$ cat src/rtl/qpi_flash_responder.sv
// QPI flash target: oversamples the controller's nCE/SCK/IO, decodes the SPI
// QPI-enable and QPI fast-read commands, and streams bytes from a memory port.
module qpi_flash_responder #(
    parameter int DUMMY_CLOCKS = 0
) (
    input  logic        clk,
    input  logic        reset,
    input  logic        flash_nCE,
    input  logic        flash_SCK,
    input  logic [3:0]  flash_IO_in,
    output logic [3:0]  flash_IO_out,
    output logic        flash_IO_oe,
    output logic [23:0] mem_addr,
    output logic        mem_read,
    input  logic        mem_ack,
    input  logic [7:0]  mem_data,
    output logic        qpi_mode
);
    typedef enum logic [2:0] {
        IDLE, SPI_CMD, QPI_CMD, ADDR, DUMMY, DATA, IGNORE
    } state_t;

    localparam logic [5:0] SYNC_RST   = 6'b10_0000;
    localparam logic [7:0] DUMMY_LAST = (DUMMY_CLOCKS > 0) ? 8'(DUMMY_CLOCKS - 1) : 8'd0;

    state_t      state_reg, state_next;
    logic [5:0]  sync1_reg, sync2_reg;
    logic        sck_prev_reg;
    logic [7:0]  cnt_reg;
    logic [19:0] shift_reg;
    logic [3:0]  cur_low_reg;
    logic [7:0]  next_byte_reg;
    logic        next_valid_reg;
    logic        pending_reg;
    logic        discard_reg;
    logic        want_reg;
    logic        nyb_low_reg;

    logic        nce_s, sck_s;
    logic [3:0]  io_s;
    logic        sck_rise, sck_fall;
    logic [7:0]  spi_byte, qpi_byte, byte_in;
    logic [23:0] addr_full;
    logic        ack_take, req_free, byte_avail;

    // nCE resets high so a reset never looks like the start of a frame
    always_ff @(posedge clk) begin
        if (reset) begin
            sync1_reg    <= SYNC_RST;
            sync2_reg    <= SYNC_RST;
            sck_prev_reg <= 1'b0;
        end else begin
            sync1_reg    <= {flash_nCE, flash_SCK, flash_IO_in};
            sync2_reg    <= sync1_reg;
            sck_prev_reg <= sync2_reg[4];
        end
    end

    assign nce_s     = sync2_reg[5];
    assign sck_s     = sync2_reg[4];
    assign io_s      = sync2_reg[3:0];
    assign sck_rise  = sck_s & ~sck_prev_reg;
    assign sck_fall  = ~sck_s & sck_prev_reg;
    assign spi_byte  = {shift_reg[6:0], io_s[0]};
    assign qpi_byte  = {shift_reg[3:0], io_s};
    assign addr_full = {shift_reg[19:0], io_s};

    assign ack_take   = mem_ack && pending_reg && (state_reg == DATA || state_reg == DUMMY);
    assign req_free   = !pending_reg || ack_take;
    assign byte_avail = next_valid_reg || (ack_take && !discard_reg);
    assign byte_in    = next_valid_reg ? next_byte_reg : mem_data;

    always_ff @(posedge clk) begin
        if (reset) begin
            state_reg <= IDLE;
        end else begin
            state_reg <= state_next;
        end
    end

    always_comb begin
        state_next = state_reg;
        if (nce_s) begin
            state_next = IDLE;
        end else begin
            case (state_reg)
                IDLE:    state_next = qpi_mode ? QPI_CMD : SPI_CMD;
                SPI_CMD: if (sck_rise && cnt_reg == 8'd7) state_next = IGNORE;
                QPI_CMD: if (sck_rise && cnt_reg == 8'd1)
                             state_next = (qpi_byte == 8'hEB) ? ADDR : IGNORE;
                ADDR:    if (sck_rise && cnt_reg == 8'd5)
                             state_next = (DUMMY_CLOCKS == 0) ? DATA : DUMMY;
                DUMMY:   if (sck_rise && cnt_reg == DUMMY_LAST) state_next = DATA;
                DATA:    state_next = DATA;
                IGNORE:  state_next = IGNORE;
                default: state_next = IDLE;
            endcase
        end
    end

    always_ff @(posedge clk) begin
        if (reset) begin
            flash_IO_out   <= 4'h0;
            flash_IO_oe    <= 1'b0;
            mem_addr       <= 24'h0;
            mem_read       <= 1'b0;
            qpi_mode       <= 1'b0;
            cnt_reg        <= 8'd0;
            shift_reg      <= 20'h0;
            cur_low_reg    <= 4'h0;
            next_byte_reg  <= 8'h0;
            next_valid_reg <= 1'b0;
            pending_reg    <= 1'b0;
            discard_reg    <= 1'b0;
            want_reg       <= 1'b0;
            nyb_low_reg    <= 1'b0;
        end else begin
            mem_read <= 1'b0;
            if (nce_s) begin
                flash_IO_oe    <= 1'b0;
                cnt_reg        <= 8'd0;
                next_valid_reg <= 1'b0;
                pending_reg    <= 1'b0;
                discard_reg    <= 1'b0;
                want_reg       <= 1'b0;
                nyb_low_reg    <= 1'b0;
            end else begin
                if (sck_rise && (state_reg == SPI_CMD || state_reg == QPI_CMD ||
                                 state_reg == ADDR || state_reg == DUMMY)) begin
                    cnt_reg   <= (state_next != state_reg) ? 8'd0 : cnt_reg + 8'd1;
                    shift_reg <= (state_reg == SPI_CMD) ? {shift_reg[18:0], io_s[0]}
                                                        : {shift_reg[15:0], io_s};
                end
                if (state_reg == SPI_CMD && sck_rise && cnt_reg == 8'd7 && spi_byte == 8'h38)
                    qpi_mode <= 1'b1;
                if (state_reg == QPI_CMD && sck_rise && cnt_reg == 8'd1 && qpi_byte == 8'hFF)
                    qpi_mode <= 1'b0;

                if (state_reg == ADDR && state_next != ADDR) begin
                    mem_addr       <= addr_full;
                    mem_read       <= 1'b1;
                    pending_reg    <= 1'b1;
                    discard_reg    <= 1'b0;
                    next_valid_reg <= 1'b0;
                    want_reg       <= 1'b0;
                    nyb_low_reg    <= 1'b0;
                end

                // an ack for a byte already replaced by 0xFF only retires the request
                if (ack_take) begin
                    pending_reg <= 1'b0;
                    discard_reg <= 1'b0;
                    if (!discard_reg) begin
                        next_byte_reg  <= mem_data;
                        next_valid_reg <= 1'b1;
                    end
                end

                if (state_reg == DATA && sck_fall) begin
                    flash_IO_oe <= 1'b1;
                    nyb_low_reg <= ~nyb_low_reg;
                    if (!nyb_low_reg) begin
                        next_valid_reg <= 1'b0;
                        if (byte_avail) begin
                            cur_low_reg  <= byte_in[3:0];
                            flash_IO_out <= byte_in[7:4];
                        end else begin
                            cur_low_reg  <= 4'hF;
                            flash_IO_out <= 4'hF;
                            if (pending_reg && !ack_take)
                                discard_reg <= 1'b1;
                        end
                    end else begin
                        flash_IO_out <= cur_low_reg;
                        mem_addr     <= mem_addr + 24'd1;
                        if (req_free) begin
                            mem_read    <= 1'b1;
                            pending_reg <= 1'b1;
                        end else begin
                            want_reg <= 1'b1;
                        end
                    end
                end else if (state_reg == DATA && want_reg && req_free) begin
                    // prefetch held back until the stale request retires
                    mem_read    <= 1'b1;
                    pending_reg <= 1'b1;
                    want_reg    <= 1'b0;
                end
            end
        end
    end
endmodule
$ cat config.mk
export PLATFORM = sky130hd
export DESIGN_NAME = qpi_flash_responder
export DESIGN_NICKNAME = d
export VERILOG_FILES = /design/src/rtl/qpi_flash_responder.sv
export SDC_FILE = /design/constraint.sdc
export NUM_CORES = 1
export LEC_CHECK = 0
export ABC_CLOCK_PERIOD_IN_PS = 3000
export CAP_MARGIN = 5
export CORE_AREA = 5 5 133 85
export DETAILED_ROUTE_END_ITERATION = 6
export DIE_AREA = 0 0 138 90
export PLACE_DENSITY_LB_ADDON = 0.12
export REMOVE_ABC_BUFFERS = 1
export SLEW_MARGIN = 10
export SYNTH_ARGS = -nofsm -noshare
export SYNTH_HDL_FRONTEND = slang
export SYNTH_SLANG_ARGS = --single-unit
$ cat constraint.sdc
create_clock -name clk -period 3 [get_ports clk]
set_input_delay 0.6 -clock clk [delete_from_list [all_inputs] [get_ports clk]]
set_output_delay 0.6 -clock clk [all_outputs]
set_load 0.01 [all_outputs]
=== Yosys cells after proc, flatten, opt, wreduce, memory -nomap -nowiden ===
Index checks and enable logic that the tools add are counted.

* Register bits after elaboration: 92
* Word-level logic and storage cells: 127

* Add/sub/neg operators: 2
* Eq/ne operators: 14
* Mux-type cells: 48
* Bitwise logic cells: 7
* Reduce and logical (&&, ||, !) cells: 38

{| class="wikitable"
|+ Operators by type and width
! kind !! count
|-
| $mux 24 || 3
|-
| $mux 1 || 31
|-
| $add 24x1->24 const B || 1
|-
| $pmux 3 s7 || 1
|-
| $mux 20 || 1
|-
| $logic_and 1x1->1 || 19
|-
| $mux 3 || 6
|-
| $eq 8x3->1 const B || 2
|-
| $eq 8x8->1 const B || 2
|-
| $mux 8 || 2
|-
| $mux 4 || 3
|-
| $eq 3x3->1 const B || 3
|-
| $add 8x1->8 const B || 1
|-
| $eq 8x1->1 const B || 1
|-
| $eq 8x6->1 const B || 1
|-
| $logic_not 8->1 || 1
|-
| $eq 3x2->1 const B || 2
|-
| $logic_or 1x1->1 || 6
|-
| $reduce_and 2->1 || 3
|-
| $reduce_and 3->1 || 2
|-
| $not 1->1 || 5
|-
| $reduce_bool 2->1 || 2
|-
| $eq 3x1->1 const B || 1
|-
| $logic_not 1->1 || 3
|-
| 6 further kinds || 7
|}

=== Longest topological paths before layout ===
* Depth in word-level cells: 14
* Gate-level depth with buffers: 10
* Gate-level depth less buffers: 8

=== Least setup slack after synthesis ===
No wires, ideal clock.

* Path type: register -> register
* Start point: register cnt_reg[1]
* End point: register mem_addr[0]
* Library setup time: 0.088 ns
* Arrival: 2.132 ns
* Data required time: 2.912 ns
* Path slack: 0.780 ns
* Stages on the path, launching flop included: 11
* Buffers on the path: 2
* Clock period less this slack: 2.220 ns
* Path through: dfxtp_1 inv_1 ha_1 nor4b_1 nand4_1 nor4_1 o31a_1 buf_6 buf_8 o22ai_1 o32ai_2

* Word-level cells in the longest chain between the ends: 10

{| class="wikitable"
|+ RTL lines
! what !! line !! source
|-
| from (decl) || 29 || <nowiki>logic [7:0] cnt_reg;</nowiki>
|-
| from (signal assigned) || 130 || <nowiki>cnt_reg <= (state_next != state_reg) ? 8'd0 : cnt_reg + 8'd1;</nowiki>
|-
| $eq 8x3->1, or another cell as far along || 91 || <nowiki>ADDR: if (sck_rise && cnt_reg == 8'd5)</nowiki>
|-
| $logic_and 1x1->1, on equally long branches || n/a ||
|-
| $mux 3, on equally long branches || n/a ||
|-
| $pmux 3 s7 (*) || 86 || <nowiki>case (state_reg)</nowiki>
|-
| $mux 3 (*) || 83 || <nowiki>if (nce_s) begin</nowiki>
|-
| $ne 3x2->1 (*) || 139 || <nowiki>if (state_reg == ADDR && state_next != ADDR) begin</nowiki>
|-
| $logic_and 1x1->1 (*) || 139 ||
|-
| $mux 24 (*) || 139 ||
|-
| $mux 24 || 162 || <nowiki>if (!nyb_low_reg) begin</nowiki>
|-
| $mux 24 (*) || 159 || <nowiki>if (state_reg == DATA && sck_fall) begin</nowiki>
|-
| to (signal assigned) || 140 || <nowiki>mem_addr <= addr_full;</nowiki>
|-
| to (signal assigned) || 175 || <nowiki>mem_addr <= mem_addr + 24'd1;</nowiki>
|-
| to (decl) || 13 || <nowiki>output logic [23:0] mem_addr,</nowiki>
|}

Mark *: on every way between the ends. The rest lies on a longest branch, timed or not.
A chain may end at the register's enable or synchronous reset.

=== Worst setup path after layout ===
* Start point: register cnt_reg[1]
* End point: register cnt_reg[1]

* Word-level cells in the longest chain between the ends: 7

{| class="wikitable"
|+ RTL lines
! what !! line
|-
| $eq 8x3->1, or another cell as far along || 91
|-
| $logic_and 1x1->1, on equally long branches || n/a
|-
| $mux 3, on equally long branches || n/a
|-
| $pmux 3 s7 || 86
|-
| $mux 3 || 83
|-
| $ne 3x3->1 || 130
|-
| $mux 8 (*) || 130
|}

Marks and branches as above.

==> impl_metrics.yaml <==
outcome:
  status: "complete, no violations"
power_and_ir_drop:
  p_sw_uw: 576.8
  switching_share: 0.2304
  comb_power_share: 0.044
  seqPwrFrac: 0.496
  p_int_mw: 1.927
  power_density_mw_per_mm2: 434.2
  clkPwrFrac: 0.460
  leakage_nw: 1.865
  peakVddDrop_uv: 298.0
  p_total_mw: 2.503
place:
  place_ws_ns: 0.4749
  dp_hpwl_um: 9804
  io_buffers: 47
  placedCellCount: 735
  gp_congestion: 0.9150
final_layout:
  final_common_cell: "dfxtp_1"
  final_cell_mix: "dfxtp_1 (92), nor2_1 (54), clkdlybuf4s50_1 (46)"
  seqCellArea_sq_mm: 0.001842
  drive_gt1_frac: 0.1029
  num-nets-final: 628
  num_antenna_cells: 0
  syn_to_final_growth_pct: 19.50
  largest_reg_flops: 24
  multi_input_area_sq_mm: 0.002746
  final_cells: 751
  fill_cells: 963
cts:
  cts_buffers: 9
  cts_setup_buffers: 0
  htreeDepth: 3
  cts_hold_buffers: 0
  insertion_delay_ns: 0.35
  clockBufferDepth: 2
  clockRootBuffer: "clkbuf_16"
  post_cts_resized: 0
  path_clk_slew_ns: 0.06
  cts.sinks: 92
  tritoncts: "yes"
synthesis:
  synth.top_cell.area_share: 0.3817
  ys_warn_count: 0
  synth_seq_area_share: 0.3817
  syn_avg_cell_area_sq_um: 8.539
  synth_edf_count: 0
  synth_area_leaders: "dfxtp_1 (38%), mux2i_1 (5.6%), nor2_1 (4.3%)"
  synthFlopType: "dfxtp_1"
  ys_ff_latch: 92
  postSynth.asyncResetShare: 0
  synth_area_sq_mm: 0.004825
  syn_inst: 565
  yosys.area.top_type: "dfxtp_1"
  synth.distinct_cells: 71
sta:
  fin_crit_ns: 2.608
  setup_ws_ns: 0.3917
  final_max_slew_viol_count: 0
  hold_viol: 0
  skew_ns: 0.006739
  setup_viol: 0
  max_slew.worst_pin.slew_ns: 0.8487
  period_share: 0.8694
  fmax_mhz: 383.4
  relSlewSlack: 0.4339
  fin_tns_setup_ns: 0
  rsz0062_at_grt: "false"
global_routing:
  grt_max_degree: 41
  grt_pass1_wl_um: 22920
  overflow: 0
  grt_antenna_before_repair: 0
  grt.total_usage: 0.2234
  grt_pass1_vias: 4359
detailed_routing:
  totalWireLength_um: 13920
  drcViolationCount: 0
  drt_iter0_drc: 465
  vias: 4608
  ant_nets: 0
  routedWlPerCell_um: 18.53
  via_per_inst: 6.136
  first_pass_iters: 5
setup_path:
  rr_endpoint: "cnt_reg[1]$_SDFFE_PP0P_"
  crit_chain: "inv_1 > ha_1 > nor4b_1 > nand4_1 > or4_1 > and4_1 > nor3_1 > a31o_2"
  critical_path_class: "flip-flop to flip-flop"
  r2r_start: "cnt_reg[1]$_SDFFE_PP0P_"
  required_ns: 3.29
  rr_worst_depth: 8
  cpPeakStageDelay_ns: 0.52
  crit_path_start: "cnt_reg[1]$_SDFFE_PP0P_"
  end_kind: "flip-flop"
  cp_max_fo: 3
  crit_slowest_cell: "or4_1"
  reg2reg_slack_ns: 0.39
  cp-start-kind: "flip-flop"
  arrival_ns: 2.90
  crit_end: "cnt_reg[1]$_SDFFE_PP0P_"
hold_path:
  hold_class: "flip-flop to flip-flop"
floorplan:
  rows: 29
  ios: 48
  die_area_sq_mm: 0.01242
  die_x_um: 138
  core-area_sq_mm: 0.01009
  initial_core_util: 0.4783
  die_h_um: 90
run:
  drv_cap: 0
==> layout make-up <==
cell class              count  area share
repair buffers             70      0.1107
flip-flops and latches     92      0.3194
inverters                  17     0.01107
clock buffers               9     0.03906
clock inverters             7     0.01324
multi-input cells         417      0.4763
well taps                 139     0.03016
==> power by group through the flow <==
stage / Clock [mW] / Combinational, mW / Sequential [mW]
floorplan: 0 / 0.0436 / 1.27
global placement: 0 / 0.107 / 1.27
detailed placement: 0 / 0.107 / 1.27
CTS: 1.17 / 0.108 / 1.24
global route: 1.23 / 0.118 / 1.24
finish: 1.15 / 0.110 / 1.24
==> cell usage after synthesis, types with 3 or more instances <==
cell      count
o221ai_1      4
xor2_1        7
or3_1         5
and2_1        6
and4_1        5
o21ai_0      20
a211oi_1     24
nor4_1        4
o21bai_1      3
o41ai_1       3
a21oi_1      32
o311ai_0      3
o211ai_1      7
nor2_1       55
a311oi_1      4
a21o_1        3
nand3_1      23
ha_1          4
and3_1        4
mux2i_1      27
a31oi_1      10
inv_1        16
a22oi_1       4
o22ai_1       3
nand4_1      20
o31a_1        3
nor2b_1      17
dfxtp_1      92
o31ai_1       4
o211a_1       4
nand2_1      34
clkbuf_1     29
nand3b_1      4
or2_2         5
o31ai_2       3
nor3_1       16
buf_2         6
xnor2_1       7
a41oi_1       3
==> per-layer routing <==
| metal | global-route usage | vias to the layer above | part of all wire |
|---|---|---|---|
| li1 | - | 2210 | - |
| met1 | 0.3212 | 2185 | 0.47 |
| met2 | 0.3295 | 194 | 0.43 |
| met3 | 0.06363 | 19 | 0.086 |
| met4 | 0.05428 | 0 | 0.012 |
| met5 | 0 | - | 0 |
==> worst min-delay path by stage <==
stage / startpoint / endpoint / depth (start not counted)
CTS: sync1_reg[5]$_SDFF_PP1_ / sync2_reg[5]$_SDFF_PP1_ / 1
global placement: sync1_reg[5]$_SDFF_PP1_ / sync2_reg[5]$_SDFF_PP1_ / 1
finish: sync1_reg[5]$_SDFF_PP1_ / sync2_reg[5]$_SDFF_PP1_ / 1
floorplan: sync1_reg[5]$_SDFF_PP1_ / sync2_reg[5]$_SDFF_PP1_ / 1
global route: sync1_reg[5]$_SDFF_PP1_ / sync2_reg[5]$_SDFF_PP1_ / 1
detailed placement: sync1_reg[5]$_SDFF_PP1_ / sync2_reg[5]$_SDFF_PP1_ / 1
==> worst max-delay path: cells and delay by family, from the launching register on <==
family          cells  cell delay (ns)
fa+ha+maj           1             0.20
compound gates      1             0.21
flops               1             0.33
simple gates        5             1.70
buf+inv             1             0.10
==> metrics by stage <==
stage / cell area (sq um) / util / hold slack (ns)
floorplan: 4644 / - / 0.3895
detailed placement: 5464 / 0.5417 / 0.4052
finish: 5766 / 0.5716 / 0.4219
global placement: 5464 / 0.5417 / 0.4000
global route: 5766 / 0.5716 / 0.4426
CTS: 5766 / 0.5716 / 0.4276
==> logic make-up (layout without fill, tap and decap cells) <==
group                    Yosys count  in the layout  synth area share
AO/OA/AOI/OAI                    158            158            0.2389
XOR/XNOR                          14             14           0.02542
adder cells (fa/ha/maj)            4              4           0.01037
buffers and inverters             56            103           0.05057
flip-flops                        92             92            0.3817
multiplexers                      27             27           0.05602
AND/OR/NAND/NOR                  214            214            0.2370
Note: power is estimated with default switching activity, not from simulation.
